**config.mk**
```make
export PLATFORM = sky130hd
export DESIGN_NAME = d_ff_pipe
export DESIGN_NICKNAME = d
export VERILOG_FILES = /design/src/rtl/d_ff_pipe.sv
export SDC_FILE = /design/constraint.sdc
export NUM_CORES = 1
export LEC_CHECK = 0
export CAP_MARGIN = 20
export CORE_MARGIN = 1.5
export CORE_UTILIZATION = 54
export DETAILED_ROUTE_END_ITERATION = 10
export PLACE_DENSITY_LB_ADDON = 0.1
export RECOVER_POWER = 50
export SLEW_MARGIN = 20
export SYNTH_ARGS = -nofsm -noshare
export SYNTH_HDL_FRONTEND = slang
export SYNTH_SLANG_ARGS = --single-unit
```
**constraint.sdc**
```tcl
create_clock -name clk -period 3.7 [get_ports clk]
set_input_delay 0.37 -clock clk [delete_from_list [all_inputs] [get_ports clk]]
set_output_delay 0.37 -clock clk [all_outputs]
set_load 0.02 [all_outputs]
```
**src/rtl/d_ff_pipe.sv**
```systemverilog
// ----------------------------------------------------------------------------
// d_ff_pipe
//   Parametrised register pipeline. A WIDTH-bit word and its valid bit are
//   delayed through DEPTH clock-enabled stages. A runtime tap selects which
//   stage drives q/q_valid. The last stage is always visible on q_last.
//   A running count of valid stages is kept in occupancy.
//
// Parameters
//   WIDTH      data bits per stage (>=1)
//   DEPTH      number of stages (>=1)
//   RESET_VAL  data value loaded into every stage on reset/clear
//   TW         tap select width, max(1, clog2(DEPTH))
//   CW         occupancy width, clog2(DEPTH+1)
//
// Ports
//   clk         in   rising-edge clock
//   reset       in   synchronous, active-high reset
//   en          in   shift enable; the pipeline holds when low
//   clear       in   synchronous flush; same effect on contents as reset
//   d           in   input data, captured into stage 0 when en=1
//   d_valid     in   valid bit captured together with d
//   tap_sel     in   index of the stage routed to q/q_valid
//   q           out  data of stage tap_sel (RESET_VAL when out of range)
//   q_valid     out  valid bit of stage tap_sel (0 when out of range)
//   q_last      out  data of stage DEPTH-1
//   q_last_vld  out  valid bit of stage DEPTH-1
//   occupancy   out  number of stages whose valid bit is set
// ----------------------------------------------------------------------------
module d_ff_pipe #(
    parameter int unsigned       WIDTH     = 8,
    parameter int unsigned       DEPTH     = 4,
    parameter logic [WIDTH-1:0]  RESET_VAL = '0,
    parameter int unsigned       TW        = (DEPTH > 1) ? $clog2(DEPTH) : 1,
    parameter int unsigned       CW        = $clog2(DEPTH + 1)
) (
    input  logic             clk,
    input  logic             reset,
    input  logic             en,
    input  logic             clear,
    input  logic [WIDTH-1:0] d,
    input  logic             d_valid,
    input  logic [TW-1:0]    tap_sel,
    output logic [WIDTH-1:0] q,
    output logic             q_valid,
    output logic [WIDTH-1:0] q_last,
    output logic             q_last_vld,
    output logic [CW-1:0]    occupancy
);

    localparam int unsigned TAPS = 1 << TW;

    // Stage 0 is the entry stage, stage DEPTH-1 the exit stage.
    logic [DEPTH-1:0][WIDTH-1:0] data;
    logic [DEPTH-1:0]            vld;

    logic [DEPTH-1:0][WIDTH-1:0] data_nx;
    logic [DEPTH-1:0]            vld_nx;

    // Shifted contents; a single stage simply reloads from the input.
    generate
        if (DEPTH == 1) begin : g_single
            assign data_nx = d;
            assign vld_nx  = d_valid;
        end else begin : g_multi
            assign data_nx = {data[DEPTH-2:0], d};
            assign vld_nx  = {vld[DEPTH-2:0], d_valid};
        end
    endgenerate

    always_ff @(posedge clk) begin
        if (reset || clear) begin
            data      <= {DEPTH{RESET_VAL}};
            vld       <= '0;
            occupancy <= '0;
        end else if (en) begin
            data      <= data_nx;
            vld       <= vld_nx;
            // Entry and exit in the same cycle cancel; the count tracks popcount(vld).
            occupancy <= occupancy + CW'(d_valid) - CW'(vld[DEPTH-1]);
        end
    end

    // Tap table padded to the full tap_sel range so unused codes read as
    // RESET_VAL / invalid without any out-of-range array select.
    logic [TAPS-1:0][WIDTH-1:0] tap_data;
    logic [TAPS-1:0]            tap_vld;

    generate
        for (genvar g = 0; g < TAPS; g++) begin : g_tap
            if (g < DEPTH) begin : g_real
                assign tap_data[g] = data[g];
                assign tap_vld[g]  = vld[g];
            end else begin : g_pad
                assign tap_data[g] = RESET_VAL;
                assign tap_vld[g]  = 1'b0;
            end
        end
    endgenerate

    always_comb begin
        q       = tap_data[tap_sel];
        q_valid = tap_vld[tap_sel];
    end

    assign q_last     = data[DEPTH-1];
    assign q_last_vld = vld[DEPTH-1];

endmodule

```
After elaboration in Yosys (flattened, before gate mapping)
Index checks and enable logic that the tools add are counted.
{"block": "word_totals", "ff_bits": 39, "output_inout_bits": 21, "word_cells": 14}
{"block": "op_classes", "add_sub_neg": 2, "n_lt_le_gt_ge": 1, "n_mux": 4, "n_reduce_logical": 1}
{"operator": "8-bit binary-select mux with 2-bit select", "n": 1}
{"operator": "8-bit two-way mux", "n": 1}
{"operator": "3-bit by 1-bit adder with 3-bit output", "n": 1}
{"operator": "2-bit by 3-bit < comparator with 1-bit output (second input constant)", "n": 1}
{"operator": "3-bit by 1-bit subtractor with 3-bit output", "n": 1}
{"operator": "1-bit binary-select mux with 2-bit select", "n": 1}
{"operator": "1-bit logical OR", "n": 1}
{"operator": "1-bit two-way mux", "n": 1}

Depth between registers and ports, before layout
{"block": "depth", "word_depth": 2, "ltp_mapped": 9, "mapped_depth_nobuf": 9}

Worst setup path before layout
No wires, ideal clock.
{"block": "synth_path", "kind": "register to register", "from": "register occupancy[0]", "to": "register occupancy[2]", "setup_ns": 0.059, "t_arrival_ns": 1.828, "setup_slack_ns": 1.813, "stages_incl_launch_ff": 10, "n_path_buf": 0, "path_cell_list": "dfxtp_1 inv_1 ha_1 inv_1 ha_1 inv_1 fa_1 xor2_1 a211o_1 nand2_1"}
{"block": "synth_between", "elab_chain_len": 2}
{"item": "from (decl)", "line": "47", "rtl": "output logic [CW-1:0] occupancy"}
{"item": "from (signal assigned)", "line": "79", "rtl": "occupancy <= occupancy + CW'(d_valid) - CW'(vld[DEPTH-1]);"}
{"item": "3-bit by 1-bit adder with 3-bit output", "line": "79"}
{"item": "3-bit by 1-bit subtractor with 3-bit output", "line": "79"}
Every way passes these cells.
A chain may end at the register's enable or synchronous reset.

Worst setup path in the final report
{"block": "layout_path", "from": "input port tap_sel[0]", "to": "output port q[1]"}
{"block": "layout_between", "elab_chain_len": 2}
{"item": "from (decl)", "line": "42", "rtl": "input logic [TW-1:0] tap_sel,"}
{"item": "8-bit binary-select mux with 2-bit select", "line": "101", "rtl": "q = tap_data[tap_sel];"}
{"item": "8-bit two-way mux (not written as such)", "line": "101"}
{"item": "to (decl)", "line": "43", "rtl": "output logic [WIDTH-1:0] q,"}
Every way passes these cells. The select of a mux whose other input is x is not followed.

==> flow_metrics.py <==
metrics = {
    "clock_network": {
        "cts_hold_buffers": 0,
        "cts_resized": 0,
        "post_cts_buffers": 0,
        "clk_pin_slew_ps": 110,
        "htreeDepth": 2,
        "cts_tree": "yes",
        "numCtsBuffers": 5,
        "cts_root_buf": "clkbuf_4",
        "clock_latency_ps": 340,
        "max-clock-path-buffers": 2,
        "cts.sinks": 39,
    },
    "yosys": {
        "synth_area_um2": 1760,
        "syn_inst": 156,
        "synth-seq-area-share": 0.443,
        "ys.flop_type": "dfxtp_1",
        "yosysMostFrequentCell": "dfxtp_1",
        "yosys-top-cells-count": "dfxtp_1, nor2_1, mux2i_1, buf_4, mux4_2",
        "async_flop_share": 0,
        "ys_warn_count": 0,
        "synth-seq-cells": 39,
        "syn_nets": 174,
        "syn_area_per_cell_um2": 11.3,
        "ys_types": 18,
        "synth.top_cell.area_share": 0.443,
        "netlist_top_cells_area": "dfxtp_1, mux2i_1, mux4_2",
        "synth_edf_count": 0,
        "synth.largest_area_cell": "dfxtp_1",
    },
    "critical_path": {
        "critPathMaxFanout": 9,
        "cpPeakStageDelay_ps": 830,
        "cp-start-kind": "input port",
        "cp-end-kind": "output pin",
        "required_ps": 3330,
        "crit_buf_inv": 2,
        "critical_path.most_common_cell": "clkdlybuf4s50_1",
        "worstSetupPathType": "in2out",
        "path_delay_family": "buffers and inverters",
        "worstPathCellList": "clkdlybuf4s50_1, mux4_2, clkdlybuf4s50_1",
        "slowest_stage": "clkdlybuf4s50_1",
        "crit_arrival_ps": 2360,
    },
    "route": {
        "wirelength_um": 2930,
        "routed_via_density": 5.22,
        "first_pass_iters": 4,
        "drtIter0Drc": 18,
        "dr_total_vias": 1169,
        "ant_nets": 0,
        "avgRoutedWirePerCell_um": 13.1,
        "drc_errors": 0,
    },
    "final_layout": {
        "area_delta_synth_final_pct": 16.7,
        "drive_above_1_share": 0.0944,
        "antennaDiodeCount": 0,
        "num-nets-final": 197,
        "final_cells": 224,
        "fillers": 269,
    },
    "power_and_ir_drop": {
        "power_leakage_nw": 0.827,
        "total_power_mw": 0.708,
        "powerDensity_nw_per_um2": 344,
        "worst_ir_drop_vdd_mv": 0.261,
    },
    "global_routing": {
        "first_global_vias": 1117,
        "grt_usage": 0.185,
        "grt.overflow.total": 0,
        "antenna_found_initial": 0,
        "grt_pass1_wl_um": 4910,
        "grt_max_degree": 42,
    },
    "timing": {
        "rsz0062_at_grt": "false",
        "setup_viol": 0,
        "min_period_ps": 2730,
        "hold_viol_final": 0,
        "tightest_slew_ps": 2670,
        "period_share": 0.737,
        "fin_tns_setup_ps": 0,
        "fmaxAchievable_mhz": 367,
        "slew_violations": 42,
        "relSlewSlack": -0.778,
        "skew_ps": 13.6,
    },
    "status": {
        "outcome": "complete, but fails checks",
        "violations": "capacitance limit, slew limit",
    },
    "placed_design": {
        "io_buffers": 35,
        "place_inst": 216,
        "dp_hpwl_um": 1940,
        "place.gp.congestion": 0.689,
    },
    "die": {
        "die_w_um": 60.2,
        "die_area_um2": 3620,
        "ioPinCount": 36,
        "die_h_um": 60.2,
        "initial_core_util": 0.573,
        "core-area_um2": 3080,
        "rows": 20,
    },
    "hold_path": {
        "hp-class": "reg2reg",
    },
    "flow_run": {
        "drv_cap": 1,
    },
}
## through the flow
stage / area (um^2) / setup WS, ps / utilization / hold slack [ps]
finish: 2060 / 973 / 0.669 / 528
global placement: 2010 / 956 / 0.653 / 494
detailed placement: 2010 / 960 / 0.653 / 509
global route: 2060 / 896 / 0.669 / 562
CTS: 2060 / 954 / 0.669 / 538
floorplan: 1760 / 1810 / - / 477
## power by group
| part | internal (mW) | total (mW) | switching [mW] |
|---|---|---|---|
| registers | 0.425 | 0.429 | 0.00400 |
| clock network | 0.0741 | 0.205 | 0.131 |
| logic | 0.0409 | 0.0748 | 0.0338 |
| total | 0.540 | 0.708 | 0.168 |
## registers in the layout (all words and copies together) (netlist names)
name / count
data: 24
occupancy: 3
q_last: 8
tap_vld: 4
## kinds of logic after synthesis
family          count (synthesis)  synth area share
compound gates                  2            0.0121
xor+xnor                        1           0.00497
fa+ha+maj                       3            0.0255
buf+inv                        23            0.0964
flops                          39             0.443
mux                            46             0.325
simple gates                   42            0.0936
## final timing paths
| path | end | startpoint | cells after the start | slack, ps |
|---|---|---|---|---|
| worst min-delay path | data[20]$_SDFFE_PP0P_ | data[12]$_SDFFE_PP0P_ | 2 | 530 |
| worst max-delay path | q[1] | tap_sel[0] | 3 | 970 |
| worst min register to register | data[20]$_SDFFE_PP0P_ | data[12]$_SDFFE_PP0P_ | 2 | 530 |
| worst max register to register | occupancy[2]$_SDFFE_PP0P_ | occupancy[0]$_SDFFE_PP0P_ | 9 | 1840 |
## final cells by class
cell class / count / area, um^2 / area share
Tap cell: 44 / 55.1 / 0.0267
Clock buffer: 7 / 45.0 / 0.0219
Multi-Input combinational cell: 94 / 813 / 0.395
Sequential cell: 39 / 781 / 0.379
Timing Repair Buffer: 35 / 344 / 0.167
Clock inverter: 1 / 5.00 / 0.00243
Inverter: 4 / 15.0 / 0.00729
## worst register-to-register path, cell delays in order, from the launching register on
cell and delay (ps):
dfxtp_1 370, inv_1 50, ha_1 260, inv_1 50, ha_1 130, inv_1 50, fa_1 380, xor2_1 170
a211o_1 290, nand2_1 50
## routing by layer
| metal | vias up | global-route usage | share of wire | routed length (um) |
|---|---|---|---|---|
| met2 | 29 | 0.309 | 0.49 | 1430 |
| li1 | 571 | - | - | - |
| met3 | 7 | 0.0498 | 0.053 | 155 |
| met1 | 562 | 0.220 | 0.44 | 1280 |
| met5 | - | 0 | 0 | 0 |
| met4 | 0 | 0.0857 | 0.018 | 54 |
## cell usage in the layout (no fill, tap or decap), drive strengths merged
cell type and n:
mux2i 37, inv 4, dfxtp 39, nor3 1, a211oi 1, or2 1, fa 1, ha 2
nor2 38, clkbuf 8, mux4 9, clkinv 1, xor2 1, nand3 1, a211o 1, clkdlybuf4s50 34
nand2 1
Power figures use the tool's default switching activity.
